--- config.mk ---
export PLATFORM = sky130hd
export DESIGN_NAME = sipo_rx_ctrl
export DESIGN_NICKNAME = d
export VERILOG_FILES = /design/src/rtl/sipo_pkg.sv /design/src/rtl/sipo_shift_core.sv /design/src/rtl/sipo_rx_ctrl.sv
export SDC_FILE = /design/constraint.sdc
export NUM_CORES = 1
export LEC_CHECK = 0
export ABC_AREA = 1
export CAP_MARGIN = 20
export CORE_MARGIN = 4
export CORE_UTILIZATION = 23
export DETAILED_ROUTE_END_ITERATION = 7
export PLACE_DENSITY = 0.45
export SLEW_MARGIN = 30
export SYNTH_ARGS = -nofsm -noshare
export SYNTH_HDL_FRONTEND = slang
export SYNTH_SLANG_ARGS = --single-unit
--- constraint.sdc ---
create_clock -name clk -period 1.2 [get_ports clk]
set_input_delay 0.36 -clock clk [delete_from_list [all_inputs] [get_ports clk]]
set_output_delay 0.36 -clock clk [all_outputs]
set_load 0.03 [all_outputs]
--- src/rtl/sipo_pkg.sv ---
// Shared types and build-mode constants for the serial-in/parallel-out receive controller.
// Build option: define PARITY_CHECK_EN to add a trailing even-parity bit per frame.
package sipo_pkg;

    typedef enum logic [1:0] {
        IDLE  = 2'd0,
        SHIFT = 2'd1,
        PAR   = 2'd2,
        DONE  = 2'd3
    } sipo_state_t;

`ifdef PARITY_CHECK_EN
    localparam bit PARITY_MODE = 1'b1;
`else
    localparam bit PARITY_MODE = 1'b0;
`endif

endpackage

--- src/rtl/sipo_shift_core.sv ---
// WIDTH-bit left shift register: new bits enter at the LSB, so the first bit ends up at the MSB.
module sipo_shift_core #(
    parameter int WIDTH = 4
) (
    input  logic             clk,
    input  logic             rst,
    input  logic             clr,
    input  logic             shift_en,
    input  logic             bit_in,
    output logic [WIDTH-1:0] data
);

    logic [WIDTH-1:0] r_data;

    always_ff @(posedge clk) begin
        if (rst || clr) begin
            r_data <= '0;
        end else if (shift_en) begin
            r_data <= {r_data[WIDTH-2:0], bit_in};
        end
    end

    assign data = r_data;

endmodule

--- src/rtl/sipo_rx_ctrl.sv ---
// Frame controller: collects WIDTH qualified serial bits, then hands the word over a valid/ready buffer.
// Build option: PARITY_CHECK_EN adds a parity-bit phase and the par_err pulse (otherwise par_err is 0).
module sipo_rx_ctrl
    import sipo_pkg::*;
#(
    parameter int WIDTH = 4,
    localparam int CNT_W = $clog2(WIDTH + 1)
) (
    input  logic             clk,
    input  logic             rst,
    input  logic             start,
    input  logic             serial_in,
    input  logic             bit_en,
    output logic [WIDTH-1:0] parallel_out,
    output logic             out_valid,
    input  logic             out_ready,
    output logic             busy,
    output logic             overrun,
    output logic             par_err
);

    sipo_state_t      r_state;
    logic [CNT_W-1:0] r_count;
    logic [WIDTH-1:0] r_hold;
    logic             r_valid;
    logic             r_overrun;
    logic             r_par_err;

    logic [WIDTH-1:0] w_shreg;
    logic             w_clr;
    logic             w_shift;
    logic             w_load;
    logic             w_last_bit;

    // A start in any collecting phase (or in IDLE) clears the core; DONE ignores start.
    assign w_clr      = start && (r_state != DONE);
    assign w_shift    = (r_state == SHIFT) && bit_en && !start;
    assign w_last_bit = (r_count == CNT_W'(WIDTH - 1));
    assign w_load     = (r_state == DONE) && (!r_valid || out_ready);

    sipo_shift_core #(
        .WIDTH(WIDTH)
    ) u_core (
        .clk     (clk),
        .rst     (rst),
        .clr     (w_clr),
        .shift_en(w_shift),
        .bit_in  (serial_in),
        .data    (w_shreg)
    );

    always_ff @(posedge clk) begin
        if (rst) begin
            r_state   <= IDLE;
            r_count   <= '0;
            r_overrun <= 1'b0;
            r_par_err <= 1'b0;
        end else begin
            r_overrun <= 1'b0;
            r_par_err <= 1'b0;
            unique case (r_state)
                IDLE: begin
                    if (start) begin
                        r_state <= SHIFT;
                        r_count <= '0;
                    end
                end
                SHIFT: begin
                    if (start) begin
                        r_count <= '0;
                    end else if (bit_en) begin
                        r_count <= r_count + CNT_W'(1);
                        if (w_last_bit) begin
`ifdef PARITY_CHECK_EN
                            r_state <= PAR;
`else
                            r_state <= DONE;
`endif
                        end
                    end
                end
`ifdef PARITY_CHECK_EN
                PAR: begin
                    if (start) begin
                        r_state <= SHIFT;
                        r_count <= '0;
                    end else if (bit_en) begin
                        if ((^w_shreg) ^ serial_in) begin
                            r_par_err <= 1'b1;
                            r_state   <= IDLE;
                        end else begin
                            r_state <= DONE;
                        end
                    end
                end
`endif
                DONE: begin
                    r_state   <= IDLE;
                    r_overrun <= !w_load;
                end
                default: r_state <= IDLE;
            endcase
        end
    end

    // Output buffer: a load wins over a same-cycle consume, so back-to-back words keep valid high.
    always_ff @(posedge clk) begin
        if (rst) begin
            r_hold  <= '0;
            r_valid <= 1'b0;
        end else if (w_load) begin
            r_hold  <= w_shreg;
            r_valid <= 1'b1;
        end else if (r_valid && out_ready) begin
            r_valid <= 1'b0;
        end
    end

    assign parallel_out = r_hold;
    assign out_valid    = r_valid;
    assign busy         = (r_state != IDLE);
    assign overrun      = r_overrun;
    assign par_err      = r_par_err;

endmodule

==> impl_metrics.ini <==
[placement]
place_congestion = 0.738
place_hpwl_um = 1060
numPortBuffers = 12
dpl_cell_area_sq_um = 815

[timing]
setup_ws_ns = -0.0347
setup_viol = 1
rsz0062_at_grt = yes
min_period_ns = 1.23
max_freq_mhz = 810
fin_crit_sh_pct = 103
hold_violations = 0
slew_viol_final = 0
skew_ns = 0.00121

[worst_setup_path]
crit_fanout = 2
cp-endpoint = busy
path_class = reg2out
r2r-start = r_count[0]
critPathArrivalTime_ns = 0.87
worstReg2RegEnd = r_count[2]
slowest_stage = dfxtp_4
reg2reg_depth = 5
worst_ep_required_time_ns = 0.84
crit_start = r_state[1]
worst_path_largest_cell_delay_ns = 0.36
critPathLaunchType = flop
crit_chain = inv_4 -> nand2_2 -> buf_6
end_kind = primary output
rrSetupSlack_ns = 0.10

[routing]
drt_iter0_drc = 6
drt-total-wl_um = 1360
final_antenna_net_count = 0
firstDrtPassIters = 4
via_per_inst = 4.21
vias = 585
drc_errors = 0
wire_per_inst_um = 9.78

[yosys]
yosysTopAreaCellShare_pct = 46.2
synth.area.top_cells = dfxtp_1 46%, nor2_1 11%, nand2_1 6.3%
seq_area_frac_synth_pct = 46.2
synthesis.instances = 85
synth_top_cell_by_area = dfxtp_1
ys_seq_elements = 15
synth_flop_cell = dfxtp_1
synth_cell_types = 19
yosysWarnings = 0
synth-edff-count = 0
synth_commonest_cells = 19 x nor2_1, 15 x dfxtp_1, 11 x nand2_1, 6 x inv_1
synthArstFlopShare_pct = 0
synth_area_sq_um = 651
synthesis.nets = 93
syn_area_per_cell_sq_um = 7.65
yosysMostFrequentCell = nor2_1

[floorplan]
core_area_sq_mm = 0.00273
die_y_um = 61.2
rows = 19
dieArea_sq_mm = 0.00374
fp.dieW_um = 61.2
io_pins = 14
start_util_pct = 23.8

[clocking]
cts.htree.levels = 1
clock_latency_ns = 0.29
ctsHoldBuffers = 0
cts_buffers = 3
cts_tree = built
root_buffer = clkbuf_4
clock_path_buffers = 2
clkSinkCount = 15
path_clk_slew_ns = 0.10

[power_and_ir_drop]
ir_drop_mv = 0.497
cellLeakagePower_uw = 0.000414
pwr_density_cell_mw_per_mm2 = 1000

[global_route]
grt_usage_pct = 8.45
grt_pass1_wl_um = 2260
grt_max_degree = 10
first_global_vias = 522
overflow = 0
antenna_found_initial = 0

[layout]
area_delta_synth_final_pct = 41.7
fin_util_pct = 33.7
final_area_sq_um = 922
diodes = 0
finalNetCount = 117
drive_gt1_share_pct = 33.3

[min_path]
hp-class = reg2reg

[run]
drv_cap = 0

[status]
status = finished, violations left
violations = setup timing
[registers in the layout, summed over array words and instances (netlist names)]
name / cells
parallel_out: 4
r_state: 2
out_valid: 1
r_count: 3
u_core.data: 4
overrun: 1
[through the flow]
| stage | power [uW] | hold WS, ns | cells | setup WS (ns) | TNS [ns] |
|---|---|---|---|---|---|
| 2_1_floorplan | 580 | 0.429 | 85 | 0.155 | 0 |
| 3_3_place_gp | 623 | 0.465 | 131 | -0.263 | -2.71 |
| 3_5_place_dp | 623 | 0.476 | 131 | -0.268 | -2.78 |
| 4_1_cts | 936 | 0.490 | 139 | -0.0469 | -0.0469 |
| 5_1_grt | 978 | 0.508 | 139 | -0.0794 | -0.0794 |
| 6_report | 924 | 0.485 | 139 | -0.0347 | -0.0347 |
[layout by cell type (no fill, tap or decap)]
cell and count:
clkinv_2 1, o21ai_0 5, buf_6 3, clkbuf_4 3, nand3_1 4, buf_4 12, ha_1 2, a21oi_4 1
inv_1 6, nor2_1 19, nor2_4 3, dfxtp_4 2, nand3_2 1, a21oi_1 3, and3_1 1, nor3_1 1
clkdlybuf4s50_1 4, nand2_2 3, dfxtp_2 3, nand3b_1 5, conb_1 1, nand2_1 10, dlymetal6s2s_1 1, dfxtp_1 10
inv_4 2, inv_2 2
[cell families (layout without fill, tap and decap cells)]
family / after synthesis / count (layout) / synth area share (%)
AO/OA/AOI/OAI: 9 / 9 / 7.50
adder cells (fa/ha/maj): 2 / 2 / 3.85
buffers and inverters: 11 / 34 / 6.92
flip-flops: 15 / 15 / 46.2
other: 1 / 1 / 0.576
AND/OR/NAND/NOR: 47 / 47 / 35.0
[worst min-delay path by stage]
stage,from,endpoint,slack [ns],depth (start not counted)
2_1_floorplan,rst,out_valid,0.43,1
3_3_place_gp,u_core.data[3],u_core.data[3],0.46,2
3_5_place_dp,r_count[2],r_count[2],0.48,2
4_1_cts,r_count[2],r_count[2],0.49,2
5_1_grt,parallel_out[0],parallel_out[0],0.51,2
6_report,r_count[2],r_count[2],0.49,2
[power by group]
part / leakage, uW / total, uW / internal, uW / switching, uW
Combinational: 0.000272 / 116 / 53.3 / 62.4
Sequential: 0.000124 / 508 / 503 / 5.76
Clock: 0.0000177 / 300 / 124 / 176
Total: 0.000414 / 924 / 680 / 244
[critical path: cells and delay by family (launching register included)]
family        cells  cell delay (ns)
buf+inv           2             0.18
flops             1             0.36
simple gates      1             0.05
[layer usage]
layer / wire (um) / GRT usage, % / up-vias
met1: 652 / 10.5 / 258
met4: 13 / 2.79 / 0
met2: 603 / 12.4 / 10
met5: 0 / 0 / -
met3: 90 / 4.61 / 2
li1: - / - / 315
[final cells by class]
type	instances	area (sq um)
inverters	10	42.5
flip-flops and latches	15	312
well taps	31	38.8
fillers	302	1810
clock buffers	3	22.5
clock inverters	1	5.00
repair buffers	20	176
multi-input cells	59	325
[what timing repair did]
item	4_1_cts	5_1_grt
setup endpoints to repair	1	10
pin swaps	0	1
buffers inserted	4	0
gates resized for setup	8	9
No activity file was read; power rests on OpenSTA's default activity.
